[src/rtl/mem_bus_arbiter.sv]
// mem_bus_arbiter: shares one external memory port between the instruction
// miss path (I) and the data-side path (D). One transfer is in flight at a time,
// ties are broken round-robin, and a watchdog forces completion of a hung transfer.
module mem_bus_arbiter #(
  parameter int unsigned A_WIDTH = 32,
  parameter int unsigned TIMEOUT = 255
) (
  input  logic               clk,
  input  logic               clrn,
  input  logic [A_WIDTH-1:0] i_a,
  input  logic               i_strobe,
  output logic [31:0]        i_dout,
  output logic               i_ready,
  input  logic [A_WIDTH-1:0] d_a,
  input  logic               d_strobe,
  input  logic               d_we,
  input  logic [3:0]         d_sel,
  input  logic [31:0]        d_wdata,
  output logic [31:0]        d_rdata,
  output logic               d_ready,
  output logic [A_WIDTH-1:0] m_a,
  output logic               m_strobe,
  output logic               m_we,
  output logic [3:0]         m_sel,
  output logic [31:0]        m_wdata,
  input  logic [31:0]        m_rdata,
  input  logic               m_ready,
  output logic               grant_i,
  output logic               grant_d,
  output logic               bus_err
);

  localparam int unsigned CNT_W    = (TIMEOUT < 2) ? 1 : $clog2(TIMEOUT + 1);
  localparam int unsigned CNT_LAST = (TIMEOUT == 0) ? 0 : TIMEOUT - 1;

  typedef enum logic [1:0] {
    IDLE   = 2'd0,
    I_XFER = 2'd1,
    D_XFER = 2'd2
  } state_t;

  state_t             r_state;
  state_t             w_state_nxt;
  logic               r_last_d;
  logic [CNT_W-1:0]   r_cnt;
  logic               r_bus_err;
  logic [A_WIDTH-1:0] r_a;
  logic               r_we;
  logic [3:0]         r_sel;
  logic [31:0]        r_wdata;

  logic               w_load;
  logic               w_load_d;
  logic               w_timeout;
  logic               w_done;

  // State register; async reset drops the bus strobe without waiting for an edge
  always_ff @(posedge clk or negedge clrn) begin
    if (!clrn) r_state <= IDLE;
    else       r_state <= w_state_nxt;
  end

  // Arbitration, completion and watchdog decode
  always_comb begin
    w_state_nxt = r_state;
    w_load      = 1'b0;
    w_load_d    = 1'b0;
    w_timeout   = 1'b0;
    w_done      = 1'b0;
    case (r_state)
      IDLE: begin
        if (i_strobe || d_strobe) begin
          w_load      = 1'b1;
          // D wins alone, or on a tie when I was granted last
          w_load_d    = d_strobe && (!i_strobe || !r_last_d);
          w_state_nxt = w_load_d ? D_XFER : I_XFER;
        end
      end
      I_XFER, D_XFER: begin
        // A real m_ready always takes precedence over the watchdog
        w_timeout = (TIMEOUT != 0) && !m_ready && (r_cnt == CNT_W'(CNT_LAST));
        w_done    = m_ready || w_timeout;
        if (w_done) w_state_nxt = IDLE;
      end
      default: w_state_nxt = IDLE;
    endcase
  end

  // Request latch: values captured at grant stay stable for the whole transfer
  always_ff @(posedge clk or negedge clrn) begin
    if (!clrn) begin
      r_a     <= '0;
      r_we    <= 1'b0;
      r_sel   <= 4'h0;
      r_wdata <= 32'h0;
    end else if (w_load) begin
      r_a     <= w_load_d ? d_a : i_a;
      r_we    <= w_load_d && d_we;
      r_sel   <= w_load_d ? d_sel : 4'hF;
      r_wdata <= w_load_d ? d_wdata : 32'h0;
    end
  end

  // Watchdog counter: cleared at grant, counts transfer cycles without m_ready
  always_ff @(posedge clk or negedge clrn) begin
    if (!clrn)                           r_cnt <= '0;
    else if (w_load)                     r_cnt <= '0;
    else if (r_state != IDLE && !m_ready) r_cnt <= r_cnt + CNT_W'(1);
  end

  // Round-robin history and sticky timeout flag
  always_ff @(posedge clk or negedge clrn) begin
    if (!clrn) begin
      r_last_d  <= 1'b0;
      r_bus_err <= 1'b0;
    end else begin
      if (w_done)    r_last_d  <= (r_state == D_XFER);
      if (w_timeout) r_bus_err <= 1'b1;
    end
  end

  assign grant_i  = (r_state == I_XFER);
  assign grant_d  = (r_state == D_XFER);
  assign m_strobe = grant_i || grant_d;
  assign m_a      = r_a;
  assign m_we     = r_we;
  assign m_sel    = r_sel;
  assign m_wdata  = r_wdata;
  assign bus_err  = r_bus_err;

  // Completion is returned only to an owner still holding its strobe
  assign i_ready  = grant_i && i_strobe && w_done;
  assign d_ready  = grant_d && d_strobe && w_done;
  assign i_dout   = (grant_i && !w_timeout) ? m_rdata : 32'h0;
  assign d_rdata  = (grant_d && !w_timeout) ? m_rdata : 32'h0;

endmodule

[config.mk]
export PLATFORM = sky130hd
export DESIGN_NAME = mem_bus_arbiter
export DESIGN_NICKNAME = d
export VERILOG_FILES = /design/src/rtl/mem_bus_arbiter.sv
export SDC_FILE = /design/constraint.sdc
export NUM_CORES = 1
export LEC_CHECK = 0
export BUFFER_PORTS_ARGS = -buffer_cell sky130_fd_sc_hd__buf_2
export CAP_MARGIN = 25
export CORE_MARGIN = 8
export CORE_UTILIZATION = 42
export DETAILED_ROUTE_END_ITERATION = 6
export PLACE_DENSITY_LB_ADDON = 0.1
export SYNTH_ARGS = -nofsm -noshare
export SYNTH_HDL_FRONTEND = slang
export SYNTH_SLANG_ARGS = --single-unit
[constraint.sdc]
create_clock -name clk -period 1.9 [get_ports clk]
set_input_delay 0.095 -clock clk [delete_from_list [all_inputs] [get_ports clk]]
set_output_delay 0.095 -clock clk [all_outputs]
set_load 0.01 [all_outputs]
==> results.ini <==
[logic_synthesis]
synth_top_area_frac = 0.5059
syn_area_um2 = 4006
synth_edf_count = 0
synth_area_leaders = dfrtp_1 51%, and2_1 10%, o21ai_0 8.9%
seq_area_frac_synth = 0.5059
avgSynthCellArea_um2 = 9.844
synthFlopType = dfrtp_1
synth-async-reset-ratio = 1.000
ys_warn_count = 0
yosysTopAreaCell = dfrtp_1
synth_nets = 550
synth-seq-cells = 81
synthCells = 407
synth_cell_types = 36

[min_path]
hold_class = primary input to flop
min_from = i_a[21]

[clocking]
clockBufferDepth = 2
clk_pin_slew_worst_paths_ns = 0.09
numCtsBuffers = 9
cts_tree = yes
cts.sinks = 81
cts_root_buffer = clkbuf_8
htreeDepth = 3
clock_latency_ns = 0.35

[timing]
timing_hold_violations_final = 0
period_share = 1.103
fin_worst_skew_ns = 0.01474
slew_viol_final = 0
rsz0062_at_grt = true
setup_violations = 64
tns_ns = -11.57
holdWs_ns = 0.02482
max-slew-margin-rel = 0.6492
fin_ws_ns = -0.1957
worst_pin_slew_ns = 0.5262
fin_crit_ns = 2.096
fmax_mhz = 477.2

[critical_path]
cp_data_required_time_ns = 1.80
critPathKind = flop to output port
end_kind = output port
path_max_fanout = 32
rr_startpoint = r_state[1]
setup.worst_path.start_class = flop
cp.arrival_ns = 2.00
worstSetupStartpoint = r_state[1]

[place]
postPlaceCellArea_um2 = 5529
port_buffers = 276
place_hpwl_um = 10980
gp_congestion = 0.8757

[layout]
area_delta_synth_final_pct = 55.31
layout_common_cells = 268 x buf_2, 81 x dfrtp_1, 70 x o21ai_0, 56 x and2_1, 38 x dlygate4sd3_1
final_cell_area_um2 = 6222
final_common_cell = buf_2
layout-drive-gt1-share = 0.4577
fin_nets = 859
utilization = 0.6734

[status]
status = finished with violations
violations = negative setup slack

[drt]
viasPerCell = 4.955
avgRoutedWirePerCell_um = 17.20
drtPass1Iterations = 6
drcViolationCount = 0
drt_iter0_markers = 217
ant_nets = 0
drt_wl_total_um = 14640
num_vias = 4217

[grt]
antenna_found_initial = 1
grt.overflow.total = 0
grt_pass1_vias = 4408
grt_pass1_wl_um = 22840
grt_usage = 0.2194
grt_start_max_net_pins = 42

[power_and_ir_drop]
ir_worst_vdd_mv = 0.5924
p_leak_nw = 3.299
power.density_nw_per_um2 = 1328

[die]
rows = 35
die-width_um = 113.7
die_h_um = 113.7
die_area_um2 = 12920
coreArea_um2 = 9240
ios = 277
initial_core_util = 0.4336

[flow_run]
drv_cap = 0

registers in the layout, summed over array words and instances (netlist names):
| register | count |
|---|---|
| m_we | 1 |
| m_sel | 4 |
| m_a | 32 |
| r_cnt | 8 |
| m_wdata | 32 |
| r_state | 2 |
| r_last_d | 1 |
| bus_err | 1 |
path summary, 6_finish.rpt:
check	to	slack [ns]	cells after the start
max	d_rdata[29]	-0.20	7
min reg2reg	bus_err	0.47	1
min in group asynchronous	m_wdata[24]	0.18	2
min	m_a[21]	0.02	3
max reg2reg	r_last_d	0.19	8
max in group asynchronous	m_a[13]	1.14	3
per-layer routing:
layer | track usage | vias to the layer above | share of wire
met3 | 0.06181 | 22 | 0.073
met5 | 0 | - | 0
met1 | 0.2492 | 1969 | 0.39
met2 | 0.3822 | 178 | 0.52
li1 | - | 2048 | -
met4 | 0.08348 | 0 | 0.020
metrics by stage:
stage | std cells | setup slack [ns] | power, mW
after floorplan | 407 | 0.09303 | 5.101
after global placement | 794 | 0.1093 | 6.781
after detailed placement | 794 | 0.07652 | 6.867
after CTS | 848 | -0.2681 | 8.218
after global routing | 851 | -0.2811 | 8.858
final | 851 | -0.1957 | 8.265
worst max-delay path, cell delays in order (launching register included):
cell,delay (ns)
dfrtp_1,0.37
inv_2,0.06
ha_4,0.26
or2b_1,0.23
o31a_1,0.27
buf_12,0.17
and2_1,0.16
buf_2,0.14
layout make-up:
cell class / instances / area, um2
fillers: 780 / 3018
flip-flops and latches: 81 / 2027
repair buffers: 330 / 1994
multi-input cells: 289 / 1824
well taps: 129 / 161.4
clock buffers: 10 / 137.6
clock inverters: 6 / 56.30
inverters: 5 / 18.77
diodes: 1 / 2.502
Yosys cell counts (2+ instances only):
cell type   n
and2_1     65
nor2_1      3
dfrtp_1    81
o21ai_0    71
o31a_1      2
o21a_1      2
o22a_1      4
o211ai_1    3
a21oi_1    36
nand3_1     6
buf_2      11
or3_1       4
ha_1        5
buf_6       9
clkbuf_1   11
and3_1      2
a22o_1     33
inv_1       5
nand2_1    37
power by group:
group / total (mW) / internal (mW) / leakage, nW / switching (mW)
clock: 1.22 / 0.541 / 0.0973 / 0.676
sequential: 2.82 / 2.41 / 1.02 / 0.403
combinational: 4.23 / 1.91 / 2.18 / 2.32
total: 8.26 / 4.86 / 3.30 / 3.40
cell families after synthesis:
kind of cell / share of synthesized area
AO/OA/AOI/OAI: 0.2452
XOR/XNOR: 0.002187
adder cells (fa/ha/maj): 0.01562
flip-flops: 0.5059
multiplexers: 0.002811
buffers and inverters: 0.05497
AND/OR/NAND/NOR: 0.1733
repair_timing:
| action | in CTS | in global routing |
|---|---|---|
| buffers inserted | 0 | 2 |
| gates resized for setup | 7 | 18 |
| pin swaps | 2 | 6 |
| endpoints found under the setup margin | 66 | 66 |
| hold buffers | 38 | 0 |
| endpoints found under the hold margin | 100 | 0 |
(Power assumes the default switching activity.)
